==> src/rtl/sd_pkg.sv <==
// Shared definitions for the SD-card SPI-mode command sequencer.
`timescale 1ns/1ps
package sd_pkg;

  typedef enum logic [2:0] {
    ST_IDLE   = 3'd0,
    ST_DUMMY  = 3'd1,
    ST_SELECT = 3'd2,
    ST_TX     = 3'd3,
    ST_POLL   = 3'd4,
    ST_TRAIL  = 3'd5,
    ST_FINISH = 3'd6
  } state_t;

  // Per-byte handshake phase inside the byte-sending states.
  typedef enum logic [1:0] {
    PH_LOAD = 2'd0,
    PH_SEND = 2'd1,
    PH_WAIT = 2'd2
  } phase_t;

  localparam logic [7:0] SD_FILL  = 8'hFF;
  localparam logic [1:0] SD_START = 2'b01;

  localparam logic [5:0] CMD0   = 6'd0;
  localparam logic [5:0] CMD8   = 6'd8;
  localparam logic [5:0] CMD17  = 6'd17;
  localparam logic [5:0] CMD24  = 6'd24;
  localparam logic [5:0] CMD55  = 6'd55;
  localparam logic [5:0] ACMD41 = 6'd41;

endpackage

==> src/rtl/sd_crc7.sv <==
// CRC7 (x^7 + x^3 + 1, init 0, MSB first) over the first five command bytes.
`timescale 1ns/1ps
module sd_crc7 (
  input  logic [39:0] data,
  output logic [6:0]  crc
);

  always_comb begin
    logic [6:0] c;
    c = '0;
    for (int i = 39; i >= 0; i--) begin
      c = {c[5:0], 1'b0} ^ ((data[i] ^ c[6]) ? 7'h09 : 7'h00);
    end
    crc = c;
  end

endmodule

==> src/rtl/sd_cmd_seq.sv <==
// SD SPI-mode command sequencer: dummy clock train or command/R1-poll/trailer frame.
// Build option SD_CMD_CRC7_EN computes byte 6 internally instead of using iCrc.
`timescale 1ns/1ps
module sd_cmd_seq
  import sd_pkg::*;
#(
  parameter int DUMMY_BYTES = 10,
  parameter int RESP_POLLS  = 8
) (
  input  logic        iClk,
  input  logic        iRst,
  input  logic        iStart,
  input  logic        iDummy,
  input  logic [5:0]  iCmd,
  input  logic [31:0] iArg,
  input  logic [6:0]  iCrc,
  output logic        oBusy,
  output logic        oDone,
  output logic        oTimeout,
  output logic [7:0]  oR1,
  output logic        oCs,
  output logic        oSpiSend,
  output logic [7:0]  oSpiData,
  input  logic [7:0]  iSpiRx,
  input  logic        iSpiAvail,
  input  logic        iSpiTaken,
  output logic [2:0]  oState
);

  localparam logic [7:0] DUMMY_LAST = 8'(DUMMY_BYTES - 1);
  localparam logic [7:0] POLL_LAST  = 8'(RESP_POLLS - 1);

  state_t      state;
  phase_t      phase;
  logic [2:0]  idx;
  logic [7:0]  cnt;
  logic [5:0]  cmd_q;
  logic [31:0] arg_q;
  logic [6:0]  crc_byte;
  logic [7:0]  tx_byte;
  logic        byte_state;
  logic        byte_done;

`ifdef SD_CMD_CRC7_EN
  logic unused_crc;
  assign unused_crc = ^iCrc;
  sd_crc7 u_crc (
    .data ({SD_START, cmd_q, arg_q}),
    .crc  (crc_byte)
  );
`else
  logic [6:0] crc_q;
  assign crc_byte = crc_q;
`endif

  assign oState = state;

  always_comb begin
    tx_byte = SD_FILL;
    case (idx)
      3'd0:    tx_byte = {SD_START, cmd_q};
      3'd1:    tx_byte = arg_q[31:24];
      3'd2:    tx_byte = arg_q[23:16];
      3'd3:    tx_byte = arg_q[15:8];
      3'd4:    tx_byte = arg_q[7:0];
      3'd5:    tx_byte = {crc_byte, 1'b1};
      default: tx_byte = SD_FILL;
    endcase
  end

  // Handshake: oSpiSend/oSpiData are held until iSpiTaken; the byte is complete
  // on iSpiAvail. Taken and avail in the same cycle count as taken-then-avail.
  assign byte_state = (state == ST_DUMMY) || (state == ST_TX) ||
                      (state == ST_POLL)  || (state == ST_TRAIL);
  assign byte_done  = byte_state &&
                      (((phase == PH_SEND) && iSpiTaken && iSpiAvail) ||
                       ((phase == PH_WAIT) && iSpiAvail));

  always_ff @(posedge iClk) begin
    if (iRst) begin
      state    <= ST_IDLE;
      phase    <= PH_LOAD;
      idx      <= '0;
      cnt      <= '0;
      cmd_q    <= '0;
      arg_q    <= '0;
`ifndef SD_CMD_CRC7_EN
      crc_q    <= '0;
`endif
      oCs      <= 1'b1;
      oSpiSend <= 1'b0;
      oSpiData <= SD_FILL;
      oBusy    <= 1'b0;
      oDone    <= 1'b0;
      oTimeout <= 1'b0;
      oR1      <= SD_FILL;
    end else begin
      oDone <= 1'b0;

      if (byte_state) begin
        case (phase)
          PH_LOAD: begin
            oSpiData <= (state == ST_TX) ? tx_byte : SD_FILL;
            oSpiSend <= 1'b1;
            phase    <= PH_SEND;
          end
          PH_SEND: begin
            if (iSpiTaken) begin
              oSpiSend <= 1'b0;
              phase    <= iSpiAvail ? PH_LOAD : PH_WAIT;
            end
          end
          PH_WAIT: begin
            if (iSpiAvail) phase <= PH_LOAD;
          end
          default: phase <= PH_LOAD;
        endcase
      end

      case (state)
        ST_IDLE: begin
          if (iStart) begin
            cmd_q    <= iCmd;
            arg_q    <= iArg;
`ifndef SD_CMD_CRC7_EN
            crc_q    <= iCrc;
`endif
            oBusy    <= 1'b1;
            oTimeout <= 1'b0;
            phase    <= PH_LOAD;
            idx      <= '0;
            cnt      <= '0;
            state    <= iDummy ? ST_DUMMY : ST_SELECT;
          end
        end
        ST_DUMMY: begin
          if (byte_done) begin
            if (cnt == DUMMY_LAST) state <= ST_FINISH;
            else                   cnt   <= cnt + 8'd1;
          end
        end
        ST_SELECT: begin
          oCs   <= 1'b0;
          state <= ST_TX;
        end
        ST_TX: begin
          if (byte_done) begin
            if (idx == 3'd5) begin
              idx   <= '0;
              cnt   <= '0;
              state <= ST_POLL;
            end else begin
              idx <= idx + 3'd1;
            end
          end
        end
        ST_POLL: begin
          // Card is deselected before the trailing byte goes out.
          if (byte_done) begin
            if (!iSpiRx[7]) begin
              oR1   <= iSpiRx;
              oCs   <= 1'b1;
              state <= ST_TRAIL;
            end else if (cnt == POLL_LAST) begin
              oR1      <= SD_FILL;
              oTimeout <= 1'b1;
              oCs      <= 1'b1;
              state    <= ST_TRAIL;
            end else begin
              cnt <= cnt + 8'd1;
            end
          end
        end
        ST_TRAIL: begin
          if (byte_done) state <= ST_FINISH;
        end
        ST_FINISH: begin
          oDone <= 1'b1;
          oBusy <= 1'b0;
          state <= ST_IDLE;
        end
        default: state <= ST_IDLE;
      endcase
    end
  end

endmodule

==> config.mk <==
export PLATFORM = sky130hd
export DESIGN_NAME = sd_cmd_seq
export DESIGN_NICKNAME = d
export VERILOG_FILES = /design/src/rtl/sd_pkg.sv /design/src/rtl/sd_crc7.sv /design/src/rtl/sd_cmd_seq.sv
export SDC_FILE = /design/constraint.sdc
export NUM_CORES = 1
export LEC_CHECK = 0
export ABC_AREA = 1
export BUFFER_PORTS_ARGS = -buffer_cell sky130_fd_sc_hd__clkbuf_2
export CORE_ASPECT_RATIO = 0.6
export CORE_MARGIN = 3
export CORE_UTILIZATION = 41
export DETAILED_ROUTE_END_ITERATION = 6
export MAX_ROUTING_LAYER = met4
export PLACE_DENSITY = 0.65
export SYNTH_ARGS = -nofsm -noshare
export SYNTH_HDL_FRONTEND = slang
export SYNTH_SLANG_ARGS = --single-unit
==> constraint.sdc <==
create_clock -name iClk -period 1.6 [get_ports iClk]
set_clock_uncertainty 0.05 [all_clocks]
set_input_delay 0.08 -clock iClk [delete_from_list [all_inputs] [get_ports iClk]]
set_output_delay 0.08 -clock iClk [all_outputs]
set_load 0.01 [all_outputs]
==> results.md, run 1 <==
- Outcome: complete, no violations
- Gate Count Post-Synth: ~530
- Post-Place Cells: 723
- Max-slew violation total from the final report: 0
- Most common library cell in the layout ignoring fill and taps: sky130_fd_sc_hd__nand2_1
- Final worst-path setup slack: just over 0.07 ns
- Post-synthesis xor/xnor area fraction: 0.00687
- DRC Markers: 0
- Syn-to-layout area delta: 37.9%
- Cell with the largest stage delay on the worst path: sky130_fd_sc_hd__dfxtp_2
- Slew at the pin closest to its max-slew limit: roughly 0.36 ns
- Via count of the first global-routing pass: ~3,500
- Post-CTS clock slew at the launch and capture registers of the worst setup and hold paths: 0.06 ns
- Detail-routed net length per standard cell: between 10 and 15 um
- Most used cells in the layout excluding fill and tap cells: sky130_fd_sc_hd__nand2_1, sky130_fd_sc_hd__clkbuf_2, sky130_fd_sc_hd__a21oi_1
- Pin count of the biggest net entering global routing: 49
- Post-detailed-route count of antenna-violating nets: 0
- Mux cell area share after synthesis: 0
- Final setup violating endpoints: 0
- Longest individual stage delay on the worst path: about 0.37 ns
- Simple logic cell fraction of the synthesized area: 0.267
- Cell occurring most often along the worst timing path: sky130_fd_sc_hd__nand2_1
- Ratio of final minimum period to clock period: 0.955
- H-tree depth reported by CTS: 3
- Leading area contributor after synthesis: sky130_fd_sc_hd__dfxtp_1
- HPWL after detailed placement: between 7000 and 8000 um
- Final core utilization: 0.600
- Critical Path Start: idx[0]$_SDFFE_PP0P_
- Mean Syn Cell Area: 7.16 um^2
- CTS tree: yes
- RSZ-0062 raised after global routing: yes
- Largest cells by area after synthesis: sky130_fd_sc_hd__dfxtp_1, sky130_fd_sc_hd__nand2_1, sky130_fd_sc_hd__a21oi_1
- Hold/Removal Path Class: in2reg
- Synthesized Nets: 596
- Fraction of final layout cells sized beyond drive strength 1: 0.253
- Final Hold Violating Endpoints: 0
- # rows: 26
- Worst path cell trace: nor2_1, nand2_1, o22ai_1, a21oi_1, nand3_1, nand2_1, nand2_1
- Highest net fanout along the worst path: 8
- Sequential share of the synthesized area: 0.429
- Total negative setup slack: 0 ns
- Power Density: between 1500 and 2000 mW/mm^2
- Initial core utilization: 0.435
- Critical Path Source Type: register
- Max cap viols: 0
- GR Util All Layers: 0.220
- Final nets: 729
- Leak: approximately 0.0023 uW
- Number of warnings reported in the yosys synthesis log: 0
- Final standard cell count with taps included and fillers excluded: roughly 780
- Reg-to-reg setup timing slack: 0.07 ns
- Core outline area: just under 0.009 mm^2
- Via density: a little over 5
- CP Class: reg2reg
- Vias post-DR: 3,986
- Post-synthesis instance area: 0.00382 mm^2
- Global-route wire length before repair: 17,500 um
- Die span in y: ~81 um
- Clk Latency, worst-skew pair: ~0.34 ns
- Number of antenna violations at the first check in global routing: 0
- Iteration-0 DRC count of the detailed router: 316
- Synth Area in Adders: 0.00982
- Max Clock Freq: around 650 MHz
- CTS Buf Count: 9
- IR drop worst, VDD: 0.688 mV
- Area of the die: between 0.01 and 0.015 mm^2
- Clock root cell: sky130_fd_sc_hd__clkbuf_16
- ANT cells: 0
- Number of top-level pins: between 80 and 90
- Most common flop cell mapped by yosys: sky130_fd_sc_hd__dfxtp_1
- Main combinational cell family by area after synthesis: simple AND/OR/NAND/NOR gates
- Max-Slew Margin vs Limit: 0.758
- Area share of the largest cell type after synthesis: 0.429
- Worst setup path end: oSpiData[0]$_SDFFE_PP1P_
- Chip Width: between 100 and 150 um
- Count of different cell masters after synthesis: 37
- Maximum buffer depth of the clock tree: 2
- Ys async rst share: 0
- Routability congestion estimate: 0.918
- Worst flop-to-flop path endpoint: oSpiData[0]$_SDFFE_PP1P_
- Data arrival time of the critical path: around 1.8 ns
- Post-route minimum period: 1.53 ns
- Number of clock sinks seen by CTS: 82
- Total power: approximately 8100 uW
- Length in cells of the worst reg-to-reg path: 7
- Required @ worst endpoint: about 1.8 ns
- WL final: roughly 11,000 um
- Post-placement worst setup slack: -0.00997 ns
- EDFF count, synth: 0
- Critical register-to-register path startpoint: idx[0]$_SDFFE_PP0P_
- CP endpoint kind: register
- Drt pass-1 iters: 5
- Number of storage elements in the synthesis netlist: a little over 80
- Total congestion overflow: 0
- Number of buffer cells added on primary ports: 82
- Post-synthesis compound-gate area fraction: 0.192
-- worst max-delay path: cells and delay by family, from the launching register on --
family             cells  cell delay, ns
DFF                    1            0.37
and+or+nand+nor        5            0.61
AOI/OAI and AO/OA      2            0.44
-- Yosys cell counts (4+ instances only) --
cell type                  count
sky130_fd_sc_hd__nand2_1     131
sky130_fd_sc_hd__dfxtp_1      82
sky130_fd_sc_hd__a21oi_1      79
sky130_fd_sc_hd__inv_1        50
sky130_fd_sc_hd__o21ai_0      42
sky130_fd_sc_hd__nand3_1      32
sky130_fd_sc_hd__nor2_1       30
sky130_fd_sc_hd__clkbuf_1      9
sky130_fd_sc_hd__inv_2         8
sky130_fd_sc_hd__o22ai_1       8
sky130_fd_sc_hd__buf_2         6
sky130_fd_sc_hd__nand2_2       5
sky130_fd_sc_hd__nand2_4       4
sky130_fd_sc_hd__nand4_1       4
sky130_fd_sc_hd__nor2_2        4
sky130_fd_sc_hd__nor2_4        4
sky130_fd_sc_hd__o211ai_1      4
-- cells by family after synthesis --
| group | after synthesis |
|---|---|
| AO/OA/AOI/OAI | 140 |
| XOR/XNOR | 3 |
| AND/OR/NAND/NOR | 222 |
| adder cells (fa/ha/maj) | 3 |
| buffers and inverters | 84 |
| flip-flops | 82 |
-- report_power, final --
part,leakage (uW),internal (uW),switching [uW]
sequential,0.000676,2520,294
clock,0.000180,1720,818
combinational,0.00142,979,1790
-- per-stage QoR --
stage          hold slack, ns  instance area [um^2]
2_1_floorplan           0.173                  3820
6_report              0.00517                  5270
3_3_place_gp            0.261                  4390
4_1_cts               0.00594                  5200
3_5_place_dp            0.272                  4390
5_1_grt                0.0181                  5270
-- final cells by class --
cell class                      count  area (um^2)
Clock buffer                       11          243
Clock inverter                      5          125
Fill cell                         794         3510
Inverter                           60          231
Multi-Input combinational cell    369         1860
Sequential cell                    82         1660
Tap cell                          112          140
Timing Repair Buffer              145         1010
-- worst min-delay path by stage --
stage               from                       end  slack (ns)  cells past startpoint
2_1_floorplan   iArg[31]    arg_q[31]$_SDFFE_PP0P_        0.17                      2
3_3_place_gp   iSpiRx[4]       oR1[4]$_SDFFE_PP1P_        0.26                      3
3_5_place_dp     iArg[5]     arg_q[5]$_SDFFE_PP0P_        0.27                      3
4_1_cts          iCmd[2]     cmd_q[2]$_SDFFE_PP0P_       0.006                      3
5_1_grt          iCmd[0]     cmd_q[0]$_SDFFE_PP0P_        0.02                      3
6_report         iCrc[6]  crc_byte[6]$_SDFFE_PP0P_       0.005                      3
-- what timing repair did --
item	in CTS	in global routing
cloned	1	0
buffers inserted	0	1
endpoints found under the hold margin	43	0
pin swaps	1	6
hold buffers	43	0
setup endpoints to repair	12	35
gates resized for setup	3	27
-- metal layers --
layer	track usage	wire length, um	share of wire
met3	0.0486	859	0.078
met1	0.329	5690	0.52
met2	0.294	4350	0.39
met4	0.0585	114	0.010
met5	-	0	0
-- state kept, by name, indices dropped and copies added (netlist names) --
name and count:
oTimeout 1, oSpiSend 1, crc_byte 7, oR1 8
oCs 1, oState 3, arg_q 32, phase 2
idx 3, cmd_q 6, oDone 1, oSpiData 8
cnt 8, oBusy 1
Note: power is estimated with default switching activity, not from simulation.
==> run 2: changes to the inputs <==
- ABC_AREA: 1 -> not set
- PLACE_DENSITY: 0.65 -> 0.66
==> run 2 against run 1 <==
  * The flow now finishes with violations (hold timing, setup timing)
  * Register-to-register slack worse by 0.40 ns
  * Via count is 3.7% higher
  * Combinational power is 50% higher
  * Core utilization is 10 points higher
  * Area after synthesis is 2.3% lower
  * Critical path depth is 2 lower
  * Wire length is 17% higher
  * Critical endpoint is now oState[0]$_SDFFE_PP0P_
  * Largest cell class unchanged
  * Highest routed layer unchanged
==> results.md, run 2 <==
- Outcome: finished, violations left (was complete, no violations)
- Violated checks: hold timing, setup timing
- Most common library cell in the layout ignoring fill and taps: sky130_fd_sc_hd__nand2_1 (unchanged)
- Final nets: 712 (was 729)
- H-tree depth reported by CTS: 3 (unchanged)
- Via density: 5.39 (was 5.08)
- Area of the die: 0.0103 mm^2 (was 0.0106 mm^2)
- Post-route minimum period: 1.93 ns (was 1.53 ns)
- Commonest cells post-synth: sky130_fd_sc_hd__nand2_1, sky130_fd_sc_hd__dfxtp_1, sky130_fd_sc_hd__a21oi_1, sky130_fd_sc_hd__clkbuf_1, sky130_fd_sc_hd__nor2_1 (was sky130_fd_sc_hd__nand2_1, sky130_fd_sc_hd__dfxtp_1, sky130_fd_sc_hd__a21oi_1, sky130_fd_sc_hd__inv_1, sky130_fd_sc_hd__o21ai_0)
- Detail-routed net length per standard cell: 16.8 um (was 14.1 um)
- Mean Syn Cell Area: 7.95 um^2 (was 7.16 um^2)
- Most used cells in the layout excluding fill and tap cells: sky130_fd_sc_hd__nand2_1, sky130_fd_sc_hd__clkbuf_2, sky130_fd_sc_hd__dfxtp_1 (was sky130_fd_sc_hd__nand2_1, sky130_fd_sc_hd__clkbuf_2, sky130_fd_sc_hd__a21oi_1)
- Most common flop cell mapped by yosys: sky130_fd_sc_hd__dfxtp_1 (unchanged)
- Required @ worst endpoint: 1.77 ns (was 1.83 ns)
- Chip Width: 129 um (was 131 um)
- EDFF count, synth: 0 (unchanged)
- Max cap viols: 0 (unchanged)
- CTS Buf Count: 9 (unchanged)
- Die span in y: 79.9 um (was 80.8 um)
- # rows: 26 (unchanged)
- Number of clock sinks seen by CTS: 82 (unchanged)
- Fillers: 665 (was 794)
- Post-synthesis instance area: 0.00373 mm^2 (was 0.00382 mm^2)
- Total congestion overflow: 0 (unchanged)
- Number of warnings reported in the yosys synthesis log: 0 (unchanged)
- Core outline area: 0.00869 mm^2 (was 0.00878 mm^2)
- Area occupied by registers: 0.00166 mm^2 (about the same)
- Power Density: 1470 mW/mm^2 (was 1540 mW/mm^2)
- Synthesized Nets: 532 (was 596)
- Syn-to-layout area delta: 63.6% (was 37.9%)
- Critical Path Source Type: register (unchanged)
- ANT cells: 0 (unchanged)
- Gate Count Post-Synth: 470 (was 534)
- Critical Path Start: cnt[5]$_SDFFE_PP0P_ (was idx[0]$_SDFFE_PP0P_)
- Most numerous cell in the Yosys netlist: sky130_fd_sc_hd__nand2_1 (unchanged)
- Final Hold Violating Endpoints: 1 (was 0)
- Vias post-DR: 4,132 (was 3,986)
- Number of top-level pins: 83 (unchanged)
- CP endpoint kind: register (unchanged)
- Fraction of final layout cells sized beyond drive strength 1: 0.383 (was 0.253)
- Sequential share of the synthesized area: 0.440 (was 0.429)
- Slew at the pin closest to its max-slew limit: 0.763 ns (was 0.362 ns)
- Post-Place Cells: 685 (was 723)
- Largest Register: arg_q (unchanged)
- Final standard cell count with taps included and fillers excluded: 767 (was 784)
- Area after DPL: 0.00472 mm^2 (was 0.00439 mm^2)
- Ratio of final minimum period to clock period: 1.20 (was 0.955)
- Routability congestion estimate: 0.899 (was 0.918)
- Largest cells by area after synthesis: sky130_fd_sc_hd__dfxtp_1, sky130_fd_sc_hd__nand2_1, sky130_fd_sc_hd__a21oi_1 (unchanged)
- Initial core utilization: 0.430 (was 0.435)
- IR drop worst, VDD: 0.809 mV (was 0.688 mV)
- Number of antenna violations at the first check in global routing: 0 (unchanged)
- Pin count of the biggest net entering global routing: 46 (was 49)
- Drt pass-1 iters: 4 (was 5)
- Highest net fanout along the worst path: 5 (was 8)
- Area occupied by multi-input gates: 0.00232 mm^2 (was 0.00186 mm^2)
- Post-CTS clock slew at the launch and capture registers of the worst setup and hold paths: 0.06 ns (about the same)
- Max reg flops: 32 (unchanged)
- DRC Markers: 0 (unchanged)
- CTS tree: yes (unchanged)
- Beginning of the worst hold path: iSpiRx[4] (was iCrc[6])
- Leak: 0.00246 uW (was 0.00228 uW)
- Global-route wire length before repair: 18,800 um (was 17,500 um)
- RSZ-0062 raised after global routing: yes (unchanged)
- Clk Latency, worst-skew pair: 0.34 ns (about the same)
- Data arrival time of the critical path: 2.10 ns (was 1.76 ns)
- Area share of the largest cell type after synthesis: 0.440 (was 0.429)
- Max-slew violation total from the final report: 0 (unchanged)
- GR Util All Layers: 0.240 (was 0.220)
- Critical register-to-register path startpoint: cnt[5]$_SDFFE_PP0P_ (was idx[0]$_SDFFE_PP0P_)
- Count of different cell masters after synthesis: 54 (was 37)
- WL final: 12,900 um (was 11,000 um)
- Post-detailed-route count of antenna-violating nets: 0 (unchanged)
- Max Clock Freq: 519 MHz (was 655 MHz)
- Iteration-0 DRC count of the detailed router: 319 (was 316)
- Number of buffer cells added on primary ports: 82 (unchanged)
- Post-route worst hold slack: -0.00449 ns (was 0.00517 ns)
- Leading area contributor after synthesis: sky130_fd_sc_hd__dfxtp_1 (unchanged)
- Post-route standard cell area excluding fillers: 0.00611 mm^2 (was 0.00527 mm^2)
- Hold/Removal Path Class: in2reg (unchanged)
- HPWL after detailed placement: 8040 um (was 7830 um)
- Final setup violating endpoints: 31 (was 0)
- Ys async rst share: 0 (unchanged)
- Number of storage elements in the synthesis netlist: 82 (unchanged)
- Final worst-path setup slack: -0.325 ns (was 0.0726 ns)
- Clock root cell: sky130_fd_sc_hd__clkbuf_16 (unchanged)
- Via count of the first global-routing pass: 3,818 (was 3,510)
- Maximum buffer depth of the clock tree: 2 (unchanged)
- CP Class: reg2reg (unchanged)
- Max-Slew Margin vs Limit: 0.491 (was 0.758)
run 2: cell types whose count changed in the layout (fill, tap and decap cells not counted), moves of 26 or more:
cell / delta
sky130_fd_sc_hd__o21ai_0: -31
sky130_fd_sc_hd__buf_4: +30
sky130_fd_sc_hd__nand2_1: -27
sky130_fd_sc_hd__inv_1: -43
sky130_fd_sc_hd__nand3_1: -26
sky130_fd_sc_hd__a21oi_1: -39
run 2: logic make-up (layout without fill, tap and decap cells):
group / after synthesis / count (layout) / share of synthesized area
AOI/OAI and AO/OA: 136 / 136 / 0.227
adders and majority gates: 3 / 3 / 0.0101
buffers and inverters: 44 / 229 / 0.0499
DFF: 82 / 82 / 0.440
muxes: 11 / 11 / 0.0335
and+or+nand+nor: 194 / 194 / 0.240
run 2: worst max-delay path, stage by stage, from the launching register on:
cell and delay (ns):
sky130_fd_sc_hd__dfxtp_2 0.32, sky130_fd_sc_hd__or4_4 0.61, sky130_fd_sc_hd__o2111ai_4 0.24, sky130_fd_sc_hd__a31oi_4 0.15
sky130_fd_sc_hd__nor2_4 0.12, sky130_fd_sc_hd__mux2_4 0.30
run 2: area by class of cell:
type                            instances  area share
Inverter                                6     0.00369
Clock buffer                           12      0.0403
Multi-Input combinational cell        344       0.380
Tap cell                              112      0.0229
Sequential cell                        82       0.271
Timing Repair Buffer                  207       0.274
Clock inverter                          4     0.00839
run 2: stage by stage:
stage | hold WS, ns | TNS (ns) | power, uW | setup slack, ns | util
6_report | -0.00449 | -4.99 | 8990 | -0.325 | 0.704
4_1_cts | 0.00406 | -5.29 | 8280 | -0.303 | 0.663
2_1_floorplan | 0.166 | -3.45 | 4710 | -0.333 | -
3_3_place_gp | 0.254 | -5.65 | 5780 | -0.389 | 0.543
3_5_place_dp | 0.258 | -6.81 | 5850 | -0.451 | 0.543
5_1_grt | 0.0196 | -7.41 | 9470 | -0.379 | 0.704
run 2: where the power goes:
group / total (uW) / switching, uW / leakage, uW / internal, uW
Clock: 2070 / 818 / 0.000143 / 1250
Sequential: 2770 / 295 / 0.000674 / 2470
Combinational: 4150 / 2180 / 0.00165 / 1970
Total: 8990 / 3290 / 0.00246 / 5700
run 2: worst paths after layout:
path                                            endpoint  cells past startpoint  slack (ns)
worst max register to register    oState[0]$_SDFFE_PP0P_                      5       -0.33
worst max-delay path              oState[0]$_SDFFE_PP0P_                      5       -0.33
worst min register to register  crc_byte[6]$_SDFFE_PP0P_                      2        0.41
worst min-delay path                 oR1[4]$_SDFFE_PP1P_                      3      -0.004
run 2: layer usage:
metal,part of all wire,track usage,up-vias,routed length (um)
li1,-,-,2007,-
met1,0.49,0.334,1984,6320
met2,0.45,0.351,132,5810
met3,0.052,0.0635,9,676
met4,0.0081,0.0482,0,105
met5,0,-,-,0
run 2: what timing repair did:
item                                   4_1_cts  5_1_grt
buffers inserted                             8        2
endpoints found under the hold margin       52        1
setup endpoints to repair                   30       71
hold buffers                                52        1
pin swaps                                   35       16
gates resized for setup                     40       50
gates cloned                                 0        5
